$ cat config.mk
export PLATFORM = sky130hd
export DESIGN_NAME = mem_resp_router
export DESIGN_NICKNAME = d
export VERILOG_FILES = /design/src/rtl/mem_resp_router.sv
export SDC_FILE = /design/constraint.sdc
export NUM_CORES = 1
export LEC_CHECK = 0
export BUFFER_PORTS_ARGS = -buffer_cell sky130_fd_sc_hd__buf_4
export CORE_UTILIZATION = 50
export DETAILED_ROUTE_END_ITERATION = 7
export PLACE_DENSITY = 0.79
export RECOVER_POWER = 25
export SLEW_MARGIN = 0
export SYNTH_ARGS = -nofsm -noshare
export SYNTH_HDL_FRONTEND = slang
export SYNTH_SLANG_ARGS = --single-unit
$ cat constraint.sdc
create_clock -name clk -period 3.1 [get_ports clk]
set_input_delay 0.93 -clock clk [delete_from_list [all_inputs] [get_ports clk]]
set_output_delay 0.93 -clock clk [all_outputs]
set_load 0.01 [all_outputs]
$ cat src/rtl/mem_resp_router.sv
// Return-path router for the shared memory port.
// Every read accepted by the request mux leaves its requester tag (0 = fetch,
// 1 = load) in an in-order tag FIFO. Each memory response consumes the head tag
// and is steered, one cycle later, to either the fetch or the load/store stage.
module mem_resp_router #(
  parameter int DATA_W = 32,
  parameter int DEPTH  = 4,
  parameter int CNT_W  = $clog2(DEPTH) + 1
) (
  input  logic              clk,
  input  logic              rst,
  input  logic              issue_valid,
  input  logic              issue_sel,
  output logic              issue_ready,
  input  logic              rsp_valid,
  input  logic [DATA_W-1:0] rsp_data,
  output logic              if_valid,
  output logic [DATA_W-1:0] if_data,
  output logic              ld_valid,
  output logic [DATA_W-1:0] ld_data,
  output logic [CNT_W-1:0]  outstanding,
  output logic              orphan_err
);

  localparam int               PTR_W    = $clog2(DEPTH);
  localparam logic [CNT_W-1:0] FULL_CNT = CNT_W'(DEPTH);
  localparam logic [CNT_W-1:0] ONE_CNT  = CNT_W'(1);
  localparam logic [PTR_W-1:0] ONE_PTR  = PTR_W'(1);

  logic             tag_mem [DEPTH];
  logic [PTR_W-1:0] wptr;
  logic [PTR_W-1:0] rptr;
  logic [CNT_W-1:0] count;
  logic             push;
  logic             pop;
  logic             head_tag;
  logic             empty;

  // Full/empty come from the occupancy counter; pointers alone cannot tell them apart.
  always_comb begin
    empty       = (count == '0);
    issue_ready = (count != FULL_CNT);
    push        = issue_valid && issue_ready;
    pop         = rsp_valid && !empty;
    head_tag    = tag_mem[rptr];
    outstanding = count;
  end

  // Tag storage: written at the write pointer on every accepted issue.
  always_ff @(posedge clk) begin
    if (push) begin
      tag_mem[wptr] <= issue_sel;
    end
  end

  // Pointer and occupancy bookkeeping; power-of-two depth lets pointers wrap naturally.
  always_ff @(posedge clk) begin
    if (rst) begin
      wptr  <= '0;
      rptr  <= '0;
      count <= '0;
    end else begin
      if (push) wptr <= wptr + ONE_PTR;
      if (pop)  rptr <= rptr + ONE_PTR;
      case ({push, pop})
        2'b10:   count <= count + ONE_CNT;
        2'b01:   count <= count - ONE_CNT;
        default: count <= count;
      endcase
    end
  end

  // Registered routing stage: steer the popped response by its head tag.
  always_ff @(posedge clk) begin
    if (rst) begin
      if_valid <= 1'b0;
      ld_valid <= 1'b0;
      if_data  <= '0;
      ld_data  <= '0;
    end else begin
      if_valid <= pop && !head_tag;
      ld_valid <= pop && head_tag;
      if (pop && !head_tag) if_data <= rsp_data;
      if (pop && head_tag)  ld_data <= rsp_data;
    end
  end

  // Sticky flag for a response that has no outstanding read to match.
  always_ff @(posedge clk) begin
    if (rst) begin
      orphan_err <= 1'b0;
    end else if (rsp_valid && empty) begin
      orphan_err <= 1'b1;
    end
  end

endmodule

==> implementation parameters <==
Parameter                              Value

Yosys
  Fraction of the mapped netlist area in compound gates ... a little under an eighth
  YS warnings ... 0
  Mean instance size in the synthesized netlist ... between 9 and 10 um^2
  Fraction of synthesized area in multiplexers ... just over 10%
  Net Count, Synth ... approximately 400
  Dominant combinational cell family by area after synthesis ... simple AND/OR/NAND/NOR gates
  Post-synthesis cell count ... 346
  Simple-gate share of the synthesized area ... a little over a fifth
  Post-Syn Area ... approximately 3300 um^2
  Distinct cell type count after synthesis ... 31
  Synthesized-area fraction occupied by adder cells ... under 10%
  Post-synthesis sequential area ratio ... between 40% and 50%
  Yosys reg bits ... 80
  Share of the synthesized netlist area taken by xor and xnor gates ... about 1.0%

CTS
  Insertion delay of the later-clocked pin in the worst-skew pair ... ~340 ps
  CTS clock-pin slew for the worst setup and hold paths ... 80 ps
  Clock tree from TritonCTS ... done
  CTS Root Buffer Type ... clkbuf_8
  Quantity of hold-fixing buffers added after cts ... 0
  Clock Sink Count ... 80
  CTS buffer count ... 9
  Number of setup buffers added after CTS ... 0
  H-tree depth ... 3
  Buffers from clock root to sink, at most ... 2
  Number of instances resized during post-cts repair ... 0

Global routing
  Initial antenna violation count ... 0
  Number of global-route vias before repair ... roughly 2500
  First-pass GRT wire length ... roughly 12000 um
  Maximum number of pins on one net before global-route repair ... ~110
  GRT Overall Usage ... about a fifth
  Remaining Overflow, GRT ... 0

Floorplanning
  Die extent in x ... about 84 um
  Core area ... between 6000 and 7000 um^2
  Area of the die ... 7030 um^2
  Floorplan die height ... roughly 84 um
  Row cnt ... 29
  Starting utilization of the core area ... a little over half
  Ports ... 108

Final layout
  Layout-stage area growth over the synthesis result ... 29.44%
  Most frequent standard cell in the layout excluding fill and tap cells ... buf_4
  Layout Nets ... between 400 and 500
  Number of antenna repair diodes ... 0
  Highest-count cells in the layout ignoring fill and taps ... buf_4, dfxtp_1, nand2b_1, o21ai_0
  Final Cell Area ... ~4300 um^2
  Layout cell share with drive strength beyond 1 ... 24.55%

Setup path
  Data arrival at the endpoint of the critical path ... approximately 2800 ps
  Critical path's slowest cell ... or3b_2
  Worst-path fanout max ... 10
  Cell family contributing the most delay on the critical path ... simple AND/OR/NAND/NOR gates
  Delay of the slowest critical-path stage ... 580 ps
  Ordered list of cells on the worst path ... or3b_2, nand2_1, ha_1, inv_1, fa_1, xor2_1, or3_1, a21oi_1
  Buf/Inv on CP ... 1
  Required time of the critical path ... about 3300 ps
  Worst Setup Start Kind ... register
  Kind of critical path ... reg2reg
  Category of the worst setup path capture point ... register

Route
  Detail-routed via count per cell ... around 5.1
  Routed length per placed instance ... approximately 14 um
  Number of nets with antenna violations after routing ... 0
  Starting DRT DRC Count ... 173
  Aggregate routed wire length ... between 7000 and 8000 um
  Via Count ... ~2700
  Number of iterations in the first detailed-routing pass ... 6
  Post-detailed-route DRC marker count ... 18

Timing
  Setup TNS Final ... 0 ps
  Final-report setup violation count ... 0
  Worst Skew ... a little over 10 ps
  Final worst path period need ... 2539 ps
  Slew Viols, Final ... around 110
  Slew Limit Headroom ... -7.508%
  Max Freq ... 393.9 MHz
  Crit share post-route ... between 80% and 90%
  Unrepaired setup endpoints after global routing ... false
  Number of hold violations in the final report ... 0
  Transition time at the pin with the least slew margin ... between 1500 and 2000 ps

Placed design
  Count of buffers inserted at the top-level ports ... 107
  Area after detailed placement ... 4167 um^2
  DP Wirelength ... 4795 um
  Last weighted congestion value of the routability-driven placer ... 0.7392

Hold path
  Min-delay worst type ... reg2reg

Status
  Status ... finished, violations left
  Failing checks ... DRC, capacitance limit, slew limit

Pwr
  Leakage ... 0.001847 uW
  Power per cell area ... 750.1 nW/um^2
  Worst IR Drop VDD ... between 0.5 and 0.6 mV

Run
  Maxcap violations ... 1
==> cell families after synthesis <==
| logic type | Yosys count |
|---|---|
| AOI/OAI and AO/OA | 74 |
| xor gates and xnor gates | 4 |
| adders and majority gates | 6 |
| buffers and inverters | 31 |
| DFF | 80 |
| muxes | 33 |
| and+or+nand+nor | 118 |
==> stage by stage <==
stage	setup WS (ps)	power (uW)	std cells	util [%]	hold WS (ps)
6_report	561.1	3252	525	67.50	478.2
5_1_grt	414.3	3432	525	67.50	496.5
4_1_cts	579.0	3307	525	68.83	480.9
3_5_place_dp	538.7	2363	509	64.87	464.9
3_3_place_gp	639.8	2332	509	64.87	460.0
2_1_floorplan	649.6	1946	346	-	484.7
==> synth_stat cells <==
library cell	n	share of area (%)
edfxtp_1	4	3.6
fa_1	1	0.60
or3_1	1	0.19
buf_4	1	0.22
xnor2_1	1	0.26
buf_6	2	0.67
nor2_1	7	0.78
and2_4	1	0.26
o21ai_1	2	0.30
nand2_1	2	0.22
a21oi_1	5	0.75
nand2b_1	65	12
nor2b_1	32	6.0
or3b_2	1	0.26
inv_1	5	0.56
ha_1	5	1.9
xor2_1	3	0.78
nor3b_1	1	0.22
o311ai_0	1	0.26
inv_2	1	0.11
o21ai_0	63	9.4
clkbuf_1	21	2.4
nand3_1	2	0.30
o31ai_4	1	0.64
buf_1	1	0.11
mux4_2	1	0.67
mux2i_1	32	9.6
a21o_1	2	0.45
dfxtp_1	76	45
and3_1	4	0.75
nor3_1	2	0.30
==> layout make-up <==
| class | count | area (um^2) |
|---|---|---|
| Fill cell | 540 | 2087 |
| Sequential cell | 80 | 1642 |
| Multi-Input combinational cell | 235 | 1573 |
| Timing Repair Buffer | 111 | 748.2 |
| Clock buffer | 11 | 151.4 |
| Clock inverter | 5 | 102.6 |
| Tap cell | 77 | 96.34 |
| Inverter | 6 | 22.52 |
==> where the power goes <==
group	switching [uW]	internal (uW)
clock network	372	578
logic	530	431
registers	121	1220
==> worst paths after layout <==
check | slack (ps) | cells after the start | endpoint | start
hold / removal | 480 | 2 | ld_data[14]$_SDFFE_PP0P_ | ld_data[14]$_SDFFE_PP0P_
hold reg to reg | 480 | 2 | ld_data[14]$_SDFFE_PP0P_ | ld_data[14]$_SDFFE_PP0P_
setup reg to reg | 560 | 8 | outstanding[2]$_SDFFE_PP0P_ | outstanding[2]$_SDFFE_PP0P_
setup / recovery | 560 | 8 | outstanding[2]$_SDFFE_PP0P_ | outstanding[2]$_SDFFE_PP0P_
==> metal layers <==
layer | track usage (%) | part of all wire [%] | vias to the layer above
li1 | - | - | 1344
met4 | 8.464 | 1.5 | 0
met3 | 3.759 | 6.8 | 11
met2 | 33.68 | 47 | 79
met1 | 28.04 | 45 | 1243
met5 | 0 | 0 | -
==> worst min-delay path: cells and delay by family, from the launching register on <==
family        cells  cell delay (ps)
mux               1               50
simple gates      1               60
flops             1              320
==> sequential cells by signal (all words and copies together), names as in the netlist, named ones only <==
signal       flops
ld_data         32
ld_valid         1
outstanding      3
orphan_err       1
if_valid         1
wptr             2
if_data         32
rptr             2
tag_mem          4
No activity file was read; power rests on OpenSTA's default activity.
